## src/rtl/cnt_unary_pkg.sv

```systemverilog
// cnt_unary_pkg
//   Shared types and defaults for the unary (thermometer) expander that
//   regenerates a bit vector from a carry-save ones-count.
//   Contents:
//     DEPTH_DEF / WIDTH_DEF  default output length and count width
//     state_t                control states IDLE / LOAD / EMIT
//     thermo_f(n)            DEPTH_DEF-bit thermometer of n, saturating at all-ones
package cnt_unary_pkg;

  localparam int DEPTH_DEF = 12;
  localparam int WIDTH_DEF = 4;

  typedef enum logic [1:0] {
    IDLE = 2'd0,
    LOAD = 2'd1,
    EMIT = 2'd2
  } state_t;

  // Bit i is set when n > i, so any n >= DEPTH_DEF yields all ones.
  function automatic logic [DEPTH_DEF-1:0] thermo_f(input logic [WIDTH_DEF-1:0] n);
    logic [DEPTH_DEF-1:0] t;
    t = '0;
    for (int i = 0; i < DEPTH_DEF; i++) begin
      t[i] = (n > WIDTH_DEF'(i));
    end
    return t;
  endfunction

endpackage

```

## src/rtl/thermo_enc.sv

```systemverilog
// thermo_enc
//   Combinational count -> thermometer encoder. Output bit i is 1 when the
//   count exceeds i, so bits [n-1:0] are set. Counts of DEPTH or more
//   saturate to all ones.
//   Ports:
//     n       in   WIDTH  count to encode
//     thermo  out  DEPTH  thermometer word
module thermo_enc
  import cnt_unary_pkg::*;
#(
  parameter int DEPTH = DEPTH_DEF,
  parameter int WIDTH = WIDTH_DEF
) (
  input  logic [WIDTH-1:0] n,
  output logic [DEPTH-1:0] thermo
);

  generate
    for (genvar gi = 0; gi < DEPTH; gi++) begin : g_bit
      assign thermo[gi] = (n > WIDTH'(gi));
    end
  endgenerate

endmodule

```

## src/rtl/cnt_unary_ser.sv

```systemverilog
// cnt_unary_ser
//   Expands a population count into a canonical bit vector with that many
//   ones: a registered thermometer word plus a DEPTH-beat serial stream.
//   Ports:
//     clk, rst_n      clock (rising edge), async active-low reset
//     cnt_valid/cnt_ready/cnt   count input handshake ({cy,sum})
//     thermo, thermo_valid      thermometer word and its one-cycle update pulse
//     ser_valid/ser_ready       serial beat handshake
//     ser_bit, ser_last         beat data (beat k = thermo[k]) and final-beat flag
//     err                       one-cycle pulse when the captured count was saturated
module cnt_unary_ser
  import cnt_unary_pkg::*;
#(
  parameter int DEPTH = DEPTH_DEF,
  parameter int WIDTH = WIDTH_DEF
) (
  input  logic             clk,
  input  logic             rst_n,
  input  logic             cnt_valid,
  output logic             cnt_ready,
  input  logic [WIDTH-1:0] cnt,
  output logic [DEPTH-1:0] thermo,
  output logic             thermo_valid,
  output logic             ser_valid,
  input  logic             ser_ready,
  output logic             ser_bit,
  output logic             ser_last,
  output logic             err
);

  localparam logic [WIDTH-1:0] DEPTH_W = WIDTH'(DEPTH);
  localparam logic [WIDTH-1:0] LAST_W  = WIDTH'(DEPTH - 1);

  state_t           state_reg, state_next;
  logic [WIDTH-1:0] n_reg;
  logic [WIDTH-1:0] idx_reg;
  logic [DEPTH-1:0] thermo_reg;
  logic [DEPTH-1:0] thermo_enc_w;
  logic             thermo_valid_reg;
  logic             err_reg;
  logic             accept;
  logic             beat;
  logic             cnt_over;

  thermo_enc #(
    .DEPTH (DEPTH),
    .WIDTH (WIDTH)
  ) u_enc (
    .n      (n_reg),
    .thermo (thermo_enc_w)
  );

  assign cnt_over = (cnt > DEPTH_W);
  assign accept   = cnt_valid && cnt_ready;
  assign beat     = ser_valid && ser_ready;

  // Beat outputs are qualified by EMIT so nothing leaks out while idle or
  // held in reset.
  assign ser_bit  = (state_reg == EMIT) && (idx_reg < n_reg);
  assign ser_last = (state_reg == EMIT) && (idx_reg == LAST_W);

  assign thermo       = thermo_reg;
  assign thermo_valid = thermo_valid_reg;
  assign err          = err_reg;

  always_ff @(posedge clk or negedge rst_n) begin
    if (!rst_n) begin
      state_reg <= IDLE;
    end else begin
      state_reg <= state_next;
    end
  end

  always_comb begin
    state_next = state_reg;
    cnt_ready  = 1'b0;
    ser_valid  = 1'b0;
    case (state_reg)
      IDLE: begin
        cnt_ready = 1'b1;
        if (cnt_valid) begin
          state_next = LOAD;
        end
      end
      LOAD: begin
        state_next = EMIT;
      end
      EMIT: begin
        ser_valid = 1'b1;
        if (ser_ready && ser_last) begin
          state_next = IDLE;
        end
      end
      default: begin
        state_next = IDLE;
      end
    endcase
  end

  always_ff @(posedge clk or negedge rst_n) begin
    if (!rst_n) begin
      n_reg            <= '0;
      idx_reg          <= '0;
      thermo_reg       <= '0;
      thermo_valid_reg <= 1'b0;
      err_reg          <= 1'b0;
    end else begin
      // err is registered with the capture so it is visible during LOAD
      // and drops on the next edge.
      err_reg          <= accept && cnt_over;
      thermo_valid_reg <= (state_reg == LOAD);
      if (accept) begin
        n_reg <= cnt_over ? DEPTH_W : cnt;
      end
      if (state_reg == LOAD) begin
        thermo_reg <= thermo_enc_w;
        idx_reg    <= '0;
      end else if (beat && !ser_last) begin
        idx_reg <= idx_reg + WIDTH'(1);
      end
    end
  end

endmodule
```

## config.mk

```make
export PLATFORM = sky130hd
export DESIGN_NAME = cnt_unary_ser
export DESIGN_NICKNAME = d
export VERILOG_FILES = /design/src/rtl/cnt_unary_pkg.sv /design/src/rtl/thermo_enc.sv /design/src/rtl/cnt_unary_ser.sv
export SDC_FILE = /design/constraint.sdc
export NUM_CORES = 1
export LEC_CHECK = 0
export CORE_ASPECT_RATIO = 0.7
export CORE_UTILIZATION = 25
export CTS_CLUSTER_SIZE = 10
export DETAILED_ROUTE_END_ITERATION = 8
export GPL_ROUTABILITY_DRIVEN = 0
export MAX_ROUTING_LAYER = met4
export PLACE_DENSITY = 0.44
export SYNTH_ARGS = -nofsm -noshare
export SYNTH_HDL_FRONTEND = slang
export SYNTH_SLANG_ARGS = --single-unit
export TNS_END_PERCENT = 50
```

## constraint.sdc

```tcl
create_clock -name clk -period 1.7 [get_ports clk]
set_clock_uncertainty 0.1 [all_clocks]
set_input_delay 0.34 -clock clk [delete_from_list [all_inputs] [get_ports clk]]
set_output_delay 0.34 -clock clk [all_outputs]
set_load 0.05 [all_outputs]
```

======== Word level (Yosys, flattened, before mapping) ========
Cells that the tools add are included.
operators by class
  add/sub/neg operators ................... 1
  $mul .................................... 0
  div/mod/pow operators ................... 0
  $lt $le $gt $ge ......................... 14
  equality and inequality tests ........... 5
  shifts and indexed selects .............. 0
  muxes and demuxes ....................... 8
  bitwise operators ....................... 0
  reduce and logical (&&, ||, !) cells .... 11
operators by type and width
  kind                                                                             count
  4-bit greater-than comparator, second input constant                             5
  4-bit by 3-bit greater-than comparator with 1-bit output, second input constant  4
  4-bit two-way mux                                                                3
  4-bit by 1-bit greater-than comparator with 1-bit output, second input constant  2
  4-bit by 2-bit greater-than comparator with 1-bit output, second input constant  2
  1-bit logical AND                                                                7
  2-bit case mux with 3 select lines                                               1
  4-bit by 1-bit adder with 4-bit output, second input constant                    1
  4-bit equality test, second input constant                                       1
  4-bit < comparator                                                               1
  2-bit two-way mux                                                                2
  2-bit by 1-bit equality test with 1-bit output, second input constant            1
  2-bit equality test, second input constant                                       1
  2-bit logical NOT                                                                1
  1-bit two-way mux                                                                2
  2-bit by 1-bit inequality test with 1-bit output, second input constant          1
  2-bit inequality test, second input constant                                     1
  2-bit AND reduction                                                              1
  2-bit nonzero test                                                               1
  1-bit logical NOT                                                                1
word-level totals
  flip-flop bits (word level) ............. 24
  bits in latches ......................... 0
  bits in writable memories ............... 0
  ROM bits ................................ 0
  bits of input ports ..................... 8
  output and inout bits ................... 18
  word-level logic and storage cells ...... 45
  memories kept ........................... 0

======== Depth between registers and ports, before layout ========
Gate-level depths: netlist of the first run.
  word-level depth ........................ 6
  mapped depth ............................ 5
  depth with buffers taken out ............ 4

======== By module ========
A second synthesis of the first run with hierarchy kept.
second synthesis, totals
  cell total of the unflattened synthesis .. 105
  area total of the unflattened synthesis .. 1232.4 um2
by module, submodules not included
  module         instances  cells an instance  area an instance (um2)  sequential area each (um2)
  cnt_unary_ser  1          88                 1102.3                  600.6
  thermo_enc     1          17                 130.1                   0.0

======== Worst setup path after synthesis of the first run ========
OpenSTA, ideal clock, no wires.
  path type ............................... register to output
  from .................................... register n_reg[1]
  to ...................................... output ser_bit
  arrival ................................. 1.520 ns
  data required time ...................... 1.260 ns
  setup slack ............................. -0.260 ns
  stages on the path, launching flop included .. 6
  path buffers ............................ 1
  cells stage by stage .................... dfrtp_1 -> clkbuf_1 -> inv_1 -> ha_1 -> a211oi_1 -> o21a_1
on the way
  word-level cells in the longest chain between the ends .. 2
RTL lines
  item                    RTL line              RTL
  from (decl)             cnt_unary_ser.sv:35   logic [WIDTH-1:0] n_reg;
  from (signal assigned)  cnt_unary_ser.sv:113  n_reg <= cnt_over ? DEPTH_W : cnt;
  4-bit < comparator      cnt_unary_ser.sv:59   assign ser_bit = (state_reg == EMIT) && (idx_reg < n_reg);
  1-bit logical AND       cnt_unary_ser.sv:59
  to (decl)               cnt_unary_ser.sv:26   output logic ser_bit,
Every way passes these cells.

======== Worst setup path after layout of the first run ========
  from .................................... register idx_reg[1]
  to ...................................... output ser_bit
on the way
  word-level cells in the longest chain between the ends .. 2
RTL lines
  item                    RTL line              RTL
  from (decl)             cnt_unary_ser.sv:36   logic [WIDTH-1:0] idx_reg;
  from (signal assigned)  cnt_unary_ser.sv:119  idx_reg <= idx_reg + WIDTH'(1);
  4-bit < comparator      cnt_unary_ser.sv:59
  1-bit logical AND       cnt_unary_ser.sv:59
Every way passes these cells.

==> results.tsv, run 1 <==
metric	value	unit
dp_slack	0.03133	ns
synth_ff_type	dfrtp_1	
synth_edf_count	0	
ioPinCount	26	
fmaxAchievable	538.7	MHz
final_nets	161	
fin_util	0.3983	
crit_fanout	4	
path_class	register to output port	
track_usage	0.1202	
ctsHoldBuffers	0	
yosysTopAreaCellShare	0.5298	
htree_levels	1	
synth_nets	124	
setup-violations-final	2	
reg2regPathDepth	5	
hpwl	1771	microns
violations	setup timing	
slew_headroom	0.7452	
wl	2394	microns
core_region_area	4354	sq um
maxCapViolCount	0	
die-height	58.34	microns
grt_start_max_net_pins	25	
fin_area	1734	sq um
drt_iter0_drc	39	
status	finished with violations	
worstSetupEndpointType	output port	
yosysSeqAreaShare	0.5298	
worstPathRequired	1.26	ns
post-route-period-util	1.092	
yosys.area.top_type	dfrtp_1	
viasPerCell	4.527	
synth_area	1134	sq um
largest_register_ffs	12	
drc	0	
dieWidth	82.49	microns
synth.most_common_cell	dfrtp_1	
synth_async_sr_flop_share	1.000	
placed_area	1635	sq um
grt_pass1_vias	900	
cts_tree	built	
insertedDiodeCount	0	
cts_made_buffers	3	
syn2layout_area_growth	52.98	%
reg2reg_setup_slack	0.15	ns
setup_ws	-0.1564	ns
synth_common_cells	dfrtp_1, nand2_1, o21ai_0	
clock-sinks	24	
hold_class	input pin to asynchronous set/reset pin	
vias	919	
grt_overflow_total	0	
cts-root-buf	clkbuf_8	
grt_pass1_wl	4209	microns
clk_pin_slew_worst_paths	0.08	ns
dieArea	4812	sq um
fp-row-count	20	
cts_buffer_depth	2	
yosysWarnings	0	
critPathLaunchType	register	
io_buffer_count	25	
syn_inst	112	
synth.distinct_cells	35	
layout-drive-gt1-share	0.3176	
arrival	1.42	ns
ir_drop	0.7127	mV
grt_setup_unrepaired	yes	
ant_nets	0	
reg2reg_from	idx_reg[1]	
worst_pin_slew	0.3817	ns
min_period	1.856	ns
avgSynthCellArea	10.12	sq um
avgRoutedWirePerCell	11.79	microns
ys_ff_latch	24	
drv_slew	0	
initial_core_util	0.2603	
cp-startpoint	idx_reg[1]	
worstSkewPairLatency	0.26	ns
drt_pre_antenna_iters	4	
r2r_end	idx_reg[1]	
fillers	430	
hold_viol	0	
p_leak	0.7754	nW
power.density	2158	nW/um^2
antenna_found_initial	0	
synthTopCellsByArea	dfrtp_1, o21ai_0, nand2_1, ha_1, inv_1	
-- area by class of cell --
cell class	count	area (sq um)	area share
Multi-Input combinational cell	74	493.0	0.2843
Clock buffer	4	55.05	0.03175
Inverter	9	33.78	0.01948
Timing Repair Buffer	37	483.0	0.2785
Sequential cell	24	600.6	0.3463
Tap cell	55	68.82	0.03968
-- cell families after synthesis --
kind of cell | after synthesis | share of synthesized area
flip-flops | 24 | 0.5298
buffers and inverters | 14 | 0.06401
adder cells (fa/ha/maj) | 4 | 0.04415
AO/OA/AOI/OAI | 29 | 0.1578
multiplexers | 2 | 0.01766
AND/OR/NAND/NOR | 39 | 0.1865
-- how the worst max path moves through the flow --
stage / end / cells after the start / slack [ns]
floorplan: ser_bit / 5 / -0.13
global placement: ser_bit / 4 / 0.06
detailed placement: ser_bit / 4 / 0.03
CTS: ser_bit / 4 / -0.17
global route: ser_bit / 5 / -0.26
finish: ser_bit / 4 / -0.16
-- per-stage QoR --
step	setup TNS [ns]	power, mW	std cells	hold slack, ns
global route	-0.4719	4.000	203	0.3512
global placement	0	3.280	197	0.3710
CTS	-0.3307	3.750	202	0.3421
floorplan	-0.1345	2.261	112	-0.05559
detailed placement	0	3.289	197	0.3811
finish	-0.2902	3.742	203	0.3341
-- power breakdown --
| group | leakage (nW) | switching (mW) | total, mW | internal (mW) |
|---|---|---|---|---|
| combinational | 0.448 | 1.27 | 2.34 | 1.07 |
| clock | 0.0288 | 0.178 | 0.385 | 0.207 |
| sequential | 0.299 | 0.203 | 1.02 | 0.815 |
-- critical path, stage by stage (launching register included) --
cell and delay, ns:
dfrtp_1 0.45, ha_4 0.24, a211oi_2 0.17, o21a_2 0.17, buf_12 0.13
-- per-layer routing --
| metal | share of wire | routed length [microns] | vias up | GRT usage |
|---|---|---|---|---|
| met4 | 0.014 | 34 | 0 | 0.03008 |
| met1 | 0.50 | 1188 | 434 | 0.1644 |
| li1 | - | - | 459 | - |
| met3 | 0.047 | 113 | 4 | 0.03256 |
| met2 | 0.44 | 1058 | 22 | 0.1759 |
| met5 | 0 | 0 | - | - |
-- cell usage in the layout, fill, tap and decap left out, drive strengths merged --
cell           count
nor2b              1
mux2i              2
nor2               8
ha                 4
nand3b             1
o311ai             1
o21a               1
buf               30
a31oi              4
nand2b             3
o211ai             1
o21ai             13
a21o               1
and3               1
nand3              2
o41ai              1
a21oi              2
clkdlybuf4s50      7
o31ai              3
nand2             17
and3b              1
dfrtp             24
a211oi             1
a311oi             1
nand4              1
inv                9
nor3b              3
clkbuf             4
nor3               1
-- timing repair --
item / in CTS / in global routing
gates resized for setup: 6 / 2
endpoints found under the setup margin: 2 / 3
buffers inserted: 1 / 1
pin swaps: 3 / 0
Note: power is estimated with default switching activity, not from simulation.
==> run 2, diff against run 1 <==
--- a/config.mk
+++ b/config.mk
@@ -5,6 +5,7 @@
 export SDC_FILE = /design/constraint.sdc
 export NUM_CORES = 1
 export LEC_CHECK = 0
+export ABC_CLOCK_PERIOD_IN_PS = 1700
 export CORE_ASPECT_RATIO = 0.7
 export CORE_UTILIZATION = 25
 export CTS_CLUSTER_SIZE = 10
==> results of run 2 <==
No change in the layout: final DEF, timing and power equal those of run 1.
==> run 3, diff against run 2 <==
--- a/config.mk
+++ b/config.mk
@@ -10,9 +10,10 @@
 export CORE_UTILIZATION = 25
 export CTS_CLUSTER_SIZE = 10
 export DETAILED_ROUTE_END_ITERATION = 8
+export DONT_BUFFER_PORTS = 1
 export GPL_ROUTABILITY_DRIVEN = 0
 export MAX_ROUTING_LAYER = met4
-export PLACE_DENSITY = 0.44
+export PLACE_DENSITY = 0.37
 export SYNTH_ARGS = -nofsm -noshare
 export SYNTH_HDL_FRONTEND = slang
 export SYNTH_SLANG_ARGS = --single-unit
==> results.tsv, run 3 (synthesis gave the netlist of run 1 again) <==
metric	value	unit	change
reg2reg_from	idx_reg[1]		
cts_tree	built		
track_usage	0.1242		+0.004036
post-route-period-util	1.092		about the same
cts-root-buf	clkbuf_8		
fin_tns_setup	-0.2864	ns	+0.003809 ns
drt_iter0_drc	32		-18%
drc	0		unchanged
path_class	register to output port		
core_region_area	4354	sq um	unchanged
setup-violations-final	2		unchanged
grt_pass1_vias	869		-3.4%
worstPathRequired	1.26	ns	about the same
wl	2500	microns	+4.4%
crit_path_max_incr_delay	0.39	ns	-0.06 ns
io_buffer_count	0		-100%
worst_pin_slew	0.4868	ns	+0.1051 ns
worstSkewPairLatency	0.27	ns	about the same
maxCapViolCount	0		unchanged
cp_cell_sequence	inv_2 -> ha_4 -> a211oi_2 -> o21a_2 -> buf_12		
grt_setup_unrepaired	yes		
largest_register_ffs	12		unchanged
die-height	58.34	microns	unchanged
dieArea	4812	sq um	unchanged
ir_drop	0.5890	mV	-17%
cts_made_buffers	3		unchanged
insertedDiodeCount	0		unchanged
reg2reg_setup_slack	0.19	ns	+0.04 ns
use_met3	0.04806		+0.01550
fin_util	0.3351		-0.06322
final_nets	142		-12%
hold_viol	0		unchanged
worstSetupEndpointType	output port		
drt_pre_antenna_iters	4		unchanged
violations	setup timing		
layout-drive-gt1-share	0.2791		-0.03850
top_usage_layer	met2		
initial_core_util	0.2603		unchanged
hold_class	input pin to register		
drv_slew	0		unchanged
dieWidth	82.49	microns	unchanged
clock-sinks	24		unchanged
worstHoldStart	cnt[3]		
layout_common_cells	dfrtp_1, nand2_1, buf_4, o21ai_0		
grt_util_met2	0.2019		+0.02597
power.density	2284	nW/um^2	+5.8%
fmaxAchievable	538.7	MHz	about the same
hpwl	1802	microns	+1.8%
reg2regPathDepth	5		unchanged
arrival	1.42	ns	about the same
fp-row-count	20		unchanged
r2r_end	idx_reg[0]		
multi_input_area	494.2	sq um	+0.25%
htree_levels	1		unchanged
cp_slowest_cell	dfrtp_1		
hold_end	n_reg[3]		
grt_overflow_total	0		unchanged
fin_area	1459	sq um	-16%
min_path_cells	2		
syn2layout_area_growth	28.70	%	
status	finished with violations		
final_common_cell	dfrtp_1		
slew_headroom	0.6755		-0.06977
seqCellArea	603.1	sq um	+0.42%
vias	832		-9.5%
placed_area	1295	sq um	-21%
critPathLaunchType	register		
cts_buffer_depth	2		unchanged
crit_fanout	2		-2
avgRoutedWirePerCell	13.59	microns	+15%
setup_ws	-0.1563	ns	+0.00008400 ns
antenna_found_initial	0		unchanged
clk_pin_slew_worst_paths	0.09	ns	about the same
min_period	1.856	ns	-0.00008400 ns
grt_pass1_wl	4188	microns	-0.50%
use_met1	0.1415		-0.02291
grt_start_max_net_pins	25		unchanged
fillers	465		+8.1%
viasPerCell	4.522		-0.12%
ioPinCount	26		unchanged
p_leak	0.6504	nW	-16%
ant_nets	0		unchanged
[run 3: worst max path at each step]
stage	to	slack, ns	startpoint	depth (start not counted)
finish	ser_bit	-0.16	n_reg[1]	5
global placement	ser_bit	0.06	idx_reg[1]	4
detailed placement	ser_bit	0.02	idx_reg[1]	4
floorplan	ser_bit	-0.13	n_reg[1]	5
global route	ser_bit	-0.23	n_reg[1]	5
CTS	ser_bit	-0.18	idx_reg[1]	4
[run 3: worst max-delay path: cells and delay by family (launching register included)]
kind	cells	cell delay, ns
flip-flops	1	0.39
buffers and inverters	2	0.21
adder cells (fa/ha/maj)	1	0.20
AO/OA/AOI/OAI	2	0.35
[run 3: layer usage]
layer | wire length (microns) | share of wire | up-vias
li1 | - | - | 417
met1 | 1146 | 0.46 | 393
met2 | 1184 | 0.47 | 20
met3 | 150 | 0.060 | 2
met4 | 18 | 0.0072 | 0
met5 | 0 | 0 | -
[run 3: area by class of cell]
class / instances / share of cell area
Clock buffer: 3 / 0.02830
Clock inverter: 1 / 0.02058
Inverter: 9 / 0.02316
Multi-Input combinational cell: 74 / 0.3388
Sequential cell: 24 / 0.4134
Tap cell: 55 / 0.04717
Timing Repair Buffer: 18 / 0.1286
[run 3: power by group]
part,internal [mW],total (mW),switching (mW)
sequential,0.809,1.45,0.639
clock,0.315,0.499,0.184
combinational,0.620,1.39,0.765
[run 3: through the flow]
stage               setup slack, ns  cells  power (mW)  hold WS, ns
floorplan                   -0.1345    112       2.261     -0.05559
global placement            0.05908    174       2.681     -0.05499
detailed placement          0.02081    174       2.707     -0.05510
CTS                         -0.1812    184       3.359      0.07963
global route                -0.2348    184       3.586      0.07217
finish                      -0.1563    184       3.332      0.08761
[run 3: what timing repair did]
action,4_1_cts,5_1_grt
pin swaps,3,0
gates resized for setup,8,2
endpoints found under the hold margin,24,0
hold buffers,2,0
setup buffers,4,0
setup endpoints to repair,2,2
